[src/rtl/load_writeback_unit.sv]
// Registered RISC-V write-back stage: result select, load lane alignment/extension,
// and a single pending load slot that back-pressures MEM/WB until data or timeout.
module load_writeback_unit #(
  parameter int XLEN    = 32,
  parameter int TIMEOUT = 16
) (
  input  logic            clk,
  input  logic            rst_n,
  input  logic            in_valid,
  output logic            in_ready,
  input  logic            RegWriteW,
  input  logic [1:0]      ResultSrcW,
  input  logic [2:0]      LoadTypeW,
  input  logic [4:0]      RdW,
  input  logic [XLEN-1:0] ALUResultW,
  input  logic [XLEN-1:0] PCPlus4W,
  input  logic            mem_rvalid,
  input  logic [XLEN-1:0] mem_rdata,
  output logic            rf_we,
  output logic [4:0]      rf_waddr,
  output logic [XLEN-1:0] rf_wdata,
  output logic            busy,
  output logic            load_err
);
  localparam int OW = (XLEN == 64) ? 3 : 2;
  localparam bit IS64 = (XLEN == 64);

  typedef enum logic {IDLE, WAIT} state_t;

  typedef struct packed {
    logic [4:0]    rd;
    logic          we;
    logic [2:0]    lt;
    logic [OW-1:0] off;
  } pend_t;

  function automatic logic [XLEN-1:0] align_ext(input logic [XLEN-1:0] raw,
                                                input logic [2:0] lt,
                                                input logic [OW-1:0] off);
    logic [XLEN-1:0] d;
    d = raw >> {off, 3'b000};
    case (lt)
      3'b000:  align_ext = XLEN'($signed(d[7:0]));
      3'b001:  align_ext = XLEN'($signed(d[15:0]));
      3'b010:  align_ext = XLEN'($signed(d[31:0]));
      3'b011:  align_ext = XLEN'(d[7:0]);
      3'b100:  align_ext = XLEN'(d[15:0]);
      3'b101:  align_ext = XLEN'(d[31:0]);
      default: align_ext = d;
    endcase
  endfunction

  // Misaligned or reserved encodings; lwu/ld only exist on the 64-bit datapath.
  function automatic logic load_bad(input logic [2:0] lt, input logic [OW-1:0] off);
    case (lt)
      3'b001, 3'b100: load_bad = off[0];
      3'b010:         load_bad = (off[1:0] != 2'b00);
      3'b101:         load_bad = !IS64 || (off[1:0] != 2'b00);
      3'b110:         load_bad = !IS64 || (off != '0);
      3'b111:         load_bad = 1'b1;
      default:        load_bad = 1'b0;
    endcase
  endfunction

  state_t          state_q, state_d;
  logic [7:0]      cnt_q, cnt_d;
  pend_t           pend_q, pend_d;
  logic            rf_we_q, rf_we_d;
  logic [4:0]      rf_waddr_q, rf_waddr_d;
  logic [XLEN-1:0] rf_wdata_q, rf_wdata_d;
  logic            load_err_q, load_err_d;
  logic [OW-1:0]   in_off;

  assign in_off = ALUResultW[OW-1:0];

  always_comb begin
    state_d    = state_q;
    cnt_d      = cnt_q;
    pend_d     = pend_q;
    rf_we_d    = 1'b0;
    rf_waddr_d = rf_waddr_q;
    rf_wdata_d = rf_wdata_q;
    load_err_d = 1'b0;
    case (state_q)
      IDLE: begin
        if (in_valid) begin
          case (ResultSrcW)
            2'b00, 2'b10: begin
              rf_we_d    = RegWriteW && (RdW != 5'd0);
              rf_waddr_d = RdW;
              rf_wdata_d = ResultSrcW[1] ? PCPlus4W : ALUResultW;
            end
            2'b01: begin
              if (load_bad(LoadTypeW, in_off)) begin
                load_err_d = 1'b1;
              end else if (mem_rvalid) begin
                rf_we_d    = RegWriteW && (RdW != 5'd0);
                rf_waddr_d = RdW;
                rf_wdata_d = align_ext(mem_rdata, LoadTypeW, in_off);
              end else begin
                pend_d  = '{rd: RdW, we: RegWriteW, lt: LoadTypeW, off: in_off};
                cnt_d   = 8'd0;
                state_d = WAIT;
              end
            end
            default: ;
          endcase
        end
      end
      WAIT: begin
        // Data arriving on the final counted cycle still completes the load.
        if (mem_rvalid) begin
          rf_we_d    = pend_q.we && (pend_q.rd != 5'd0);
          rf_waddr_d = pend_q.rd;
          rf_wdata_d = align_ext(mem_rdata, pend_q.lt, pend_q.off);
          state_d    = IDLE;
        end else if (cnt_q == 8'(TIMEOUT - 1)) begin
          load_err_d = 1'b1;
          state_d    = IDLE;
        end else begin
          cnt_d = cnt_q + 8'd1;
        end
      end
      default: state_d = IDLE;
    endcase
  end

  always_ff @(posedge clk or negedge rst_n) begin
    if (!rst_n) begin
      state_q    <= IDLE;
      cnt_q      <= 8'd0;
      pend_q     <= '0;
      rf_we_q    <= 1'b0;
      rf_waddr_q <= 5'd0;
      rf_wdata_q <= '0;
      load_err_q <= 1'b0;
    end else begin
      state_q    <= state_d;
      cnt_q      <= cnt_d;
      pend_q     <= pend_d;
      rf_we_q    <= rf_we_d;
      rf_waddr_q <= rf_waddr_d;
      rf_wdata_q <= rf_wdata_d;
      load_err_q <= load_err_d;
    end
  end

  assign in_ready = (state_q == IDLE);
  assign busy     = (state_q == WAIT);
  assign rf_we    = rf_we_q;
  assign rf_waddr = rf_waddr_q;
  assign rf_wdata = rf_wdata_q;
  assign load_err = load_err_q;
endmodule

[config.mk]
export PLATFORM = sky130hd
export DESIGN_NAME = load_writeback_unit
export DESIGN_NICKNAME = d
export VERILOG_FILES = /design/src/rtl/load_writeback_unit.sv
export SDC_FILE = /design/constraint.sdc
export NUM_CORES = 1
export LEC_CHECK = 0
export ABC_AREA = 1
export BUFFER_PORTS_ARGS = -buffer_cell sky130_fd_sc_hd__buf_2
export CAP_MARGIN = 15
export CORE_ASPECT_RATIO = 1.75
export CORE_MARGIN = 10
export CORE_UTILIZATION = 40
export DETAILED_ROUTE_END_ITERATION = 10
export PLACE_DENSITY = 0.65
export SETUP_SLACK_MARGIN = 0.5
export SLEW_MARGIN = 20
export SYNTH_ARGS = -nofsm -noshare
export SYNTH_HDL_FRONTEND = slang
export SYNTH_SLANG_ARGS = --single-unit
[constraint.sdc]
create_clock -name clk -period 4.7 [get_ports clk]
set_clock_uncertainty 0.15 [all_clocks]
set_input_delay 0 -clock clk [delete_from_list [all_inputs] [get_ports clk]]
set_output_delay 0 -clock clk [all_outputs]
set_load 0.03 [all_outputs]
* After elaboration in Yosys (flattened, before gate mapping)
Index checks and enable logic that the tools add are counted.
** Cells by class
- Reduce and logical (&&, ||, !) cells :: 14
- Shifts and indexed selects :: 2
- Bitwise operators :: 3
- $add $sub $neg :: 1
- Equal/unequal tests :: 23
- Multiplexer cells :: 45
** Operators by type and width (number)
- one-hot mux 32 bit (4 select lines) :: 2
- two-way mux 32 bit :: 5
- one-hot mux 32 bit (2 select lines) :: 2
- right shift 32 x 5 -> 32 bit :: 2
- two-way mux 8 bit :: 6
- two-way mux 5 bit :: 4
- one-hot mux 5 bit (2 select lines) :: 2
- two-way mux 1 bit :: 18
- one-hot mux 8 bit (2 select lines) :: 1
- == test 3 bit (second input constant) :: 5
- inequality test 2 bit (second input constant) :: 6
- AND reduction 5 bit :: 2
- nonzero test 5 bit :: 2
- == test 3 x 2 -> 1 bit (second input constant) :: 3
- adder 8 x 1 -> 8 bit (second input constant) :: 1
- == test 8 x 4 -> 1 bit (second input constant) :: 1
- one-hot mux 1 bit (2 select lines) :: 4
- == test 3 x 1 -> 1 bit (second input constant) :: 2
- logical NOT 3 bit :: 2
- inequality test 3 bit (second input constant) :: 2
- AND reduction 6 bit :: 1
- OR reduction 2 bit :: 2
- inequality test 3 x 1 -> 1 bit (second input constant) :: 1
- NOT 1 bit :: 3
- other kinds (8) :: 9
** Storage, ports and cells
- Logic and storage cells :: 98
- Input port bits :: 111
- Register bits :: 59

* Logic depth before layout (Yosys ltp)
- Depth in word-level cells :: 10
- Gate-level depth with buffers :: 12
- Mapped depth without buffers :: 10

* Least setup slack after synthesis
OpenSTA, ideal clock, no wires.
- Path type :: reg2reg
- Start :: reg state_q (netlist: busy)
- End :: reg rf_wdata_q[3] (netlist: rf_wdata[3])
- Period minus slack after synthesis :: 1.734 ns
- Required time :: 4.422 ns
- Cell stages (with the launch flop) :: 6
- Library setup time :: 0.128 ns
- Arrival :: 1.456 ns
- Path slack :: 2.966 ns
- Cells stage by stage :: dfrtp_1 -> inv_2 -> clkbuf_1 -> nand3_1 -> o21ai_0 -> o21ai_0
** Between the ends
- Cells in the longest elaborated chain, start to end :: 3
- Elaborated cells between the ends (all ways) :: 8
- Classes of those cells :: eq/ne: 5; mux: 1; bitwise: 1; reduce/logical: 1
** Ends and longest elaborated chain
- from (decl) :: RTL line 65 : state_t state_q, state_d;
- from (signal assigned) :: RTL line 138 : state_q <= state_d;
- NOT 1 bit (no line) *
- named net in_ready :: RTL line 10 : output logic in_ready,
- inequality test 3 x 1 -> 1 bit (no line), or another cell as far along
- AND reduction 5 bit (no line)
- to (signal assigned) :: RTL line 143 : rf_wdata_q <= rf_wdata_d;
- to (decl) :: RTL line 70 : logic [XLEN-1:0] rf_wdata_q, rf_wdata_d;
The timed path passes the listed nets; every way through them passes the cells marked *.
A chain may end at the register's enable or synchronous reset.

* Worst setup path in the final report
- Start :: reg pend_q[0] (netlist bit)
- End :: reg rf_wdata_q[29] (netlist: rf_wdata[29])
** Between the ends
- Cells in the longest elaborated chain, start to end :: 4
** Ends and longest elaborated chain
- from (decl) :: RTL line 67 : pend_t pend_q, pend_d;
- from (signal assigned) :: RTL line 140 : pend_q <= pend_d;
- right shift 32 x 5 -> 32 bit :: RTL line 41 : d = raw >> {off, 3'b000};
- one-hot mux 32 bit (4 select lines) :: RTL line 42 : case (lt)
- two-way mux 32 bit :: RTL line 112 : if (mem_rvalid) begin
- one-hot mux 32 bit (2 select lines) :: RTL line 84 : case (state_q)
No other way between the ends. The select of a mux whose other input is x is not followed.

==> parameters.txt <==
Parameter                              Value

Outcome
  Run status ... complete, but fails checks
  Violated checks ... hold timing

Global routing
  Number of antenna violations at the first check in global routing ... 0
  Busiest layer in global routing ... met2
  First-pass GRT wire length ... 30.50 mm
  Met2 global-route usage ... 38.74%
  Largest net degree at the start of global routing ... 60
  Met3 usage in global routing ... 4.770%
  Overall Global Routing Usage ... 22.76%
  Sum of overflow across all layers after global routing ... 0
  Met1 layer usage reported by global route ... 25.45%
  Via count of the first global-routing pass ... 6059

Cells and area
  Core Util, Final ... 55.52%
  Nets ... 1081
  Area taken by multi-input logic gates ... 0.002903 sq mm
  Diode insertion count for antenna repair ... 0
  Sequential cell area ... 0.001476 sq mm
  Area growth, synth to finish ... 34.93%
  Share of cells above drive strength 1 ... 20.23%
  Total of fill cells in the finished design ... 1171

CTS
  CTS buffer count ... 9
  CTS tree ... built
  Clock input transition at the sequential cells of the worst setup and hold paths ... 0.06 ns
  PostCTS Resize Cnt ... 0
  CTS Buffer Depth ... 2
  Htree depth ... 3
  Number of post-CTS setup repair buffers ... 0
  Clock latency reported for the late side of the worst-skew pair ... 0.35 ns
  Hold buffer count at CTS ... 67
  Root buffer cell ... clkbuf_16
  CTS Sinks ... 59

Drt
  Vias after detailed routing ... 5980
  1st-iter DRT viols ... 525
  Total routed wirelength ... 19.13 mm
  Via/cell ratio ... 5.392
  Routed length per placed instance ... 17.25 um
  DRC violations left ... 0
  Detail Route Antenna Nets ... 0
  Detailed-router iteration count before antenna repair ... 5

Placement
  Port Buffers ... 151
  HPWL after DPL ... 13.66 mm
  Last weighted congestion value of the routability-driven placer ... 1.040

Logic synthesis
  Avg Inst Size Synth ... 6.105 sq um
  Top cells by area, synth ... dfrtp_1 (31%), nand2_1 (26%), nand3_1 (9.0%), nor2_1 (6.2%), a221oi_1 (4.2%)
  Gate count of the mapped netlist ... 785
  Top cell type's share of synthesized area ... 30.81%
  Yosys synthesis warning count ... 0
  Count of state elements after synthesis ... 59
  Syn Std Cell Area ... 0.004792 sq mm
  Sequential element share of the synthesized area ... 30.81%
  Synth cell types ... 32
  Synthesized Nets ... 897
  Cell taking the most area after synthesis ... dfrtp_1

Setup path
  Arrival time worst endpoint ... 3.02 ns
  Required time of the critical path ... 4.79 ns
  Startpoint type of the worst setup path ... flop
  Worst setup path class ... reg2reg
  Worst setup slack for register-to-register paths ... 1.77 ns
  Critical path endpoint category ... flop
  Logic depth of the worst register-to-register path ... 9
  Crit-path max FO ... 29
  Reg-to-reg critical path startpoint ... pend_q[0]
  Reg2reg end ... rf_wdata[29]

Die
  Die outline area ... 0.01693 sq mm
  Placeable core area ... 0.01165 sq mm
  Floorplan die width ... 102.7 um
  Std cell rows ... 52
  Boundary pin count ... 152
  Initial Util ... 41.15%
  Vertical extent of the die ... 164.8 um

Hold path
  Worst min-delay path class ... in2reg
  Hold Crit Start ... mem_rdata[5]
  Worst Hold Depth ... 5
  Worst Hold Path EP ... rf_wdata[5]

STA
  Setup repair after global routing missed its margin ... false
  Final number of setup-violating endpoints ... 0
  Final worst path period need ... 2.930 ns
  Period utilization ... 62.34%
  Headroom to the max-slew limit ... 43.51%
  Transition at the pin with the smallest max-transition slack ... 0.8465 ns
  Count of endpoints failing hold in the final timing report ... 1
  Max-slew violation total from the final report ... 0
  Maximum clock rate ... 341.3 MHz
  Worst hold slack ... -0.001590 ns
  Sum of negative setup slack ... 0 ns

Pwr
  Leakage power ... 3.545 nW
  Power per cell area ... 350.3 mW/mm^2
  VDD IR max ... 204.4 uV
  Overall power after layout ... 2.265 mW

Job
  Number of maximum-capacitance violations ... 0
==> placed cells by master, fill, tap and decap left out, types with 11 or more instances in the layout <==
master,instances
inv_1,32
nand2_1,331
o21ai_1,15
nor2_1,78
a221oi_1,23
dfrtp_1,59
nand4_1,11
buf_2,151
o21ai_0,37
nand3_1,86
dlygate4sd3_1,67
==> metrics by stage <==
step,instances,cell area [sq um],setup slack (ns)
3_3_place_gp,1026,5488,1.934
5_1_grt,1109,6466,1.467
3_5_place_dp,1026,5488,1.879
6_report,1109,6466,1.770
2_1_floorplan,785,4792,2.966
4_1_cts,1109,6466,1.874
==> state kept, by name, indices dropped and copies added (netlist names) <==
signal / cells
busy: 1
cnt_q: 8
load_err: 1
pend_q: 11
rf_waddr: 5
rf_wdata: 32
rf_we: 1
==> worst max-delay path by stage <==
stage,start,to
finish,pend_q[0],rf_wdata[29]
global route,pend_q[0],rf_wdata[29]
CTS,pend_q[0],rf_wdata[21]
detailed placement,pend_q[0],rf_wdata[31]
global placement,pend_q[0],rf_wdata[29]
floorplan,busy,rf_wdata[3]
==> synthesized netlist by cell type, drive strengths merged <==
| cell type | count |
|---|---|
| inv | 39 |
| clkbuf | 14 |
| a31oi | 1 |
| buf | 36 |
| a22oi | 7 |
| nand3 | 89 |
| xor2 | 6 |
| a211oi | 1 |
| nand4 | 12 |
| or2 | 1 |
| o211ai | 5 |
| o22ai | 1 |
| o21ai | 52 |
| nor3 | 6 |
| dfrtp | 59 |
| nor4 | 1 |
| nand2 | 339 |
| a221oi | 23 |
| ha | 1 |
| a21oi | 12 |
| nor2 | 80 |
==> layout make-up <==
type                       count  area share (%)
tap                          135           2.612
multi-input combinational    637           44.89
sequential                    59           22.83
inverter                      39           2.264
clock buffer                   9           3.483
clock inverter                 7           1.277
timing repair buffer         223           22.64
==> per-layer routing <==
metal / vias up / routed length [um]
met5: - / 0
met4: 0 / 959
met3: 71 / 1601
met2: 276 / 9562
met1: 2688 / 7006
li1: 2945 / -
==> critical path, stage by stage, from the launching register on <==
cell	delay, ns
dfrtp_1	0.85
inv_1	0.63
nand2_1	0.23
nand2_1	0.09
nand3_1	0.14
nand3_2	0.31
nor2_1	0.20
nor2_1	0.06
nand2_1	0.10
nand2_1	0.05
==> logic make-up after synthesis <==
kind of cell | Yosys count | synth area share [%]
adder cells (fa/ha/maj) | 1 | 0.2611
XOR/XNOR | 6 | 1.097
flip-flops | 59 | 30.81
AND/OR/NAND/NOR | 528 | 45.82
buffers and inverters | 89 | 8.669
AO/OA/AOI/OAI | 102 | 13.34
==> power by group <==
part / total (mW) / internal [mW] / switching, mW
sequential: 0.701 / 0.611 / 0.0907
clock: 0.694 / 0.419 / 0.275
combinational: 0.869 / 0.297 / 0.572
total: 2.26 / 1.33 / 0.937
(Power assumes the default switching activity.)
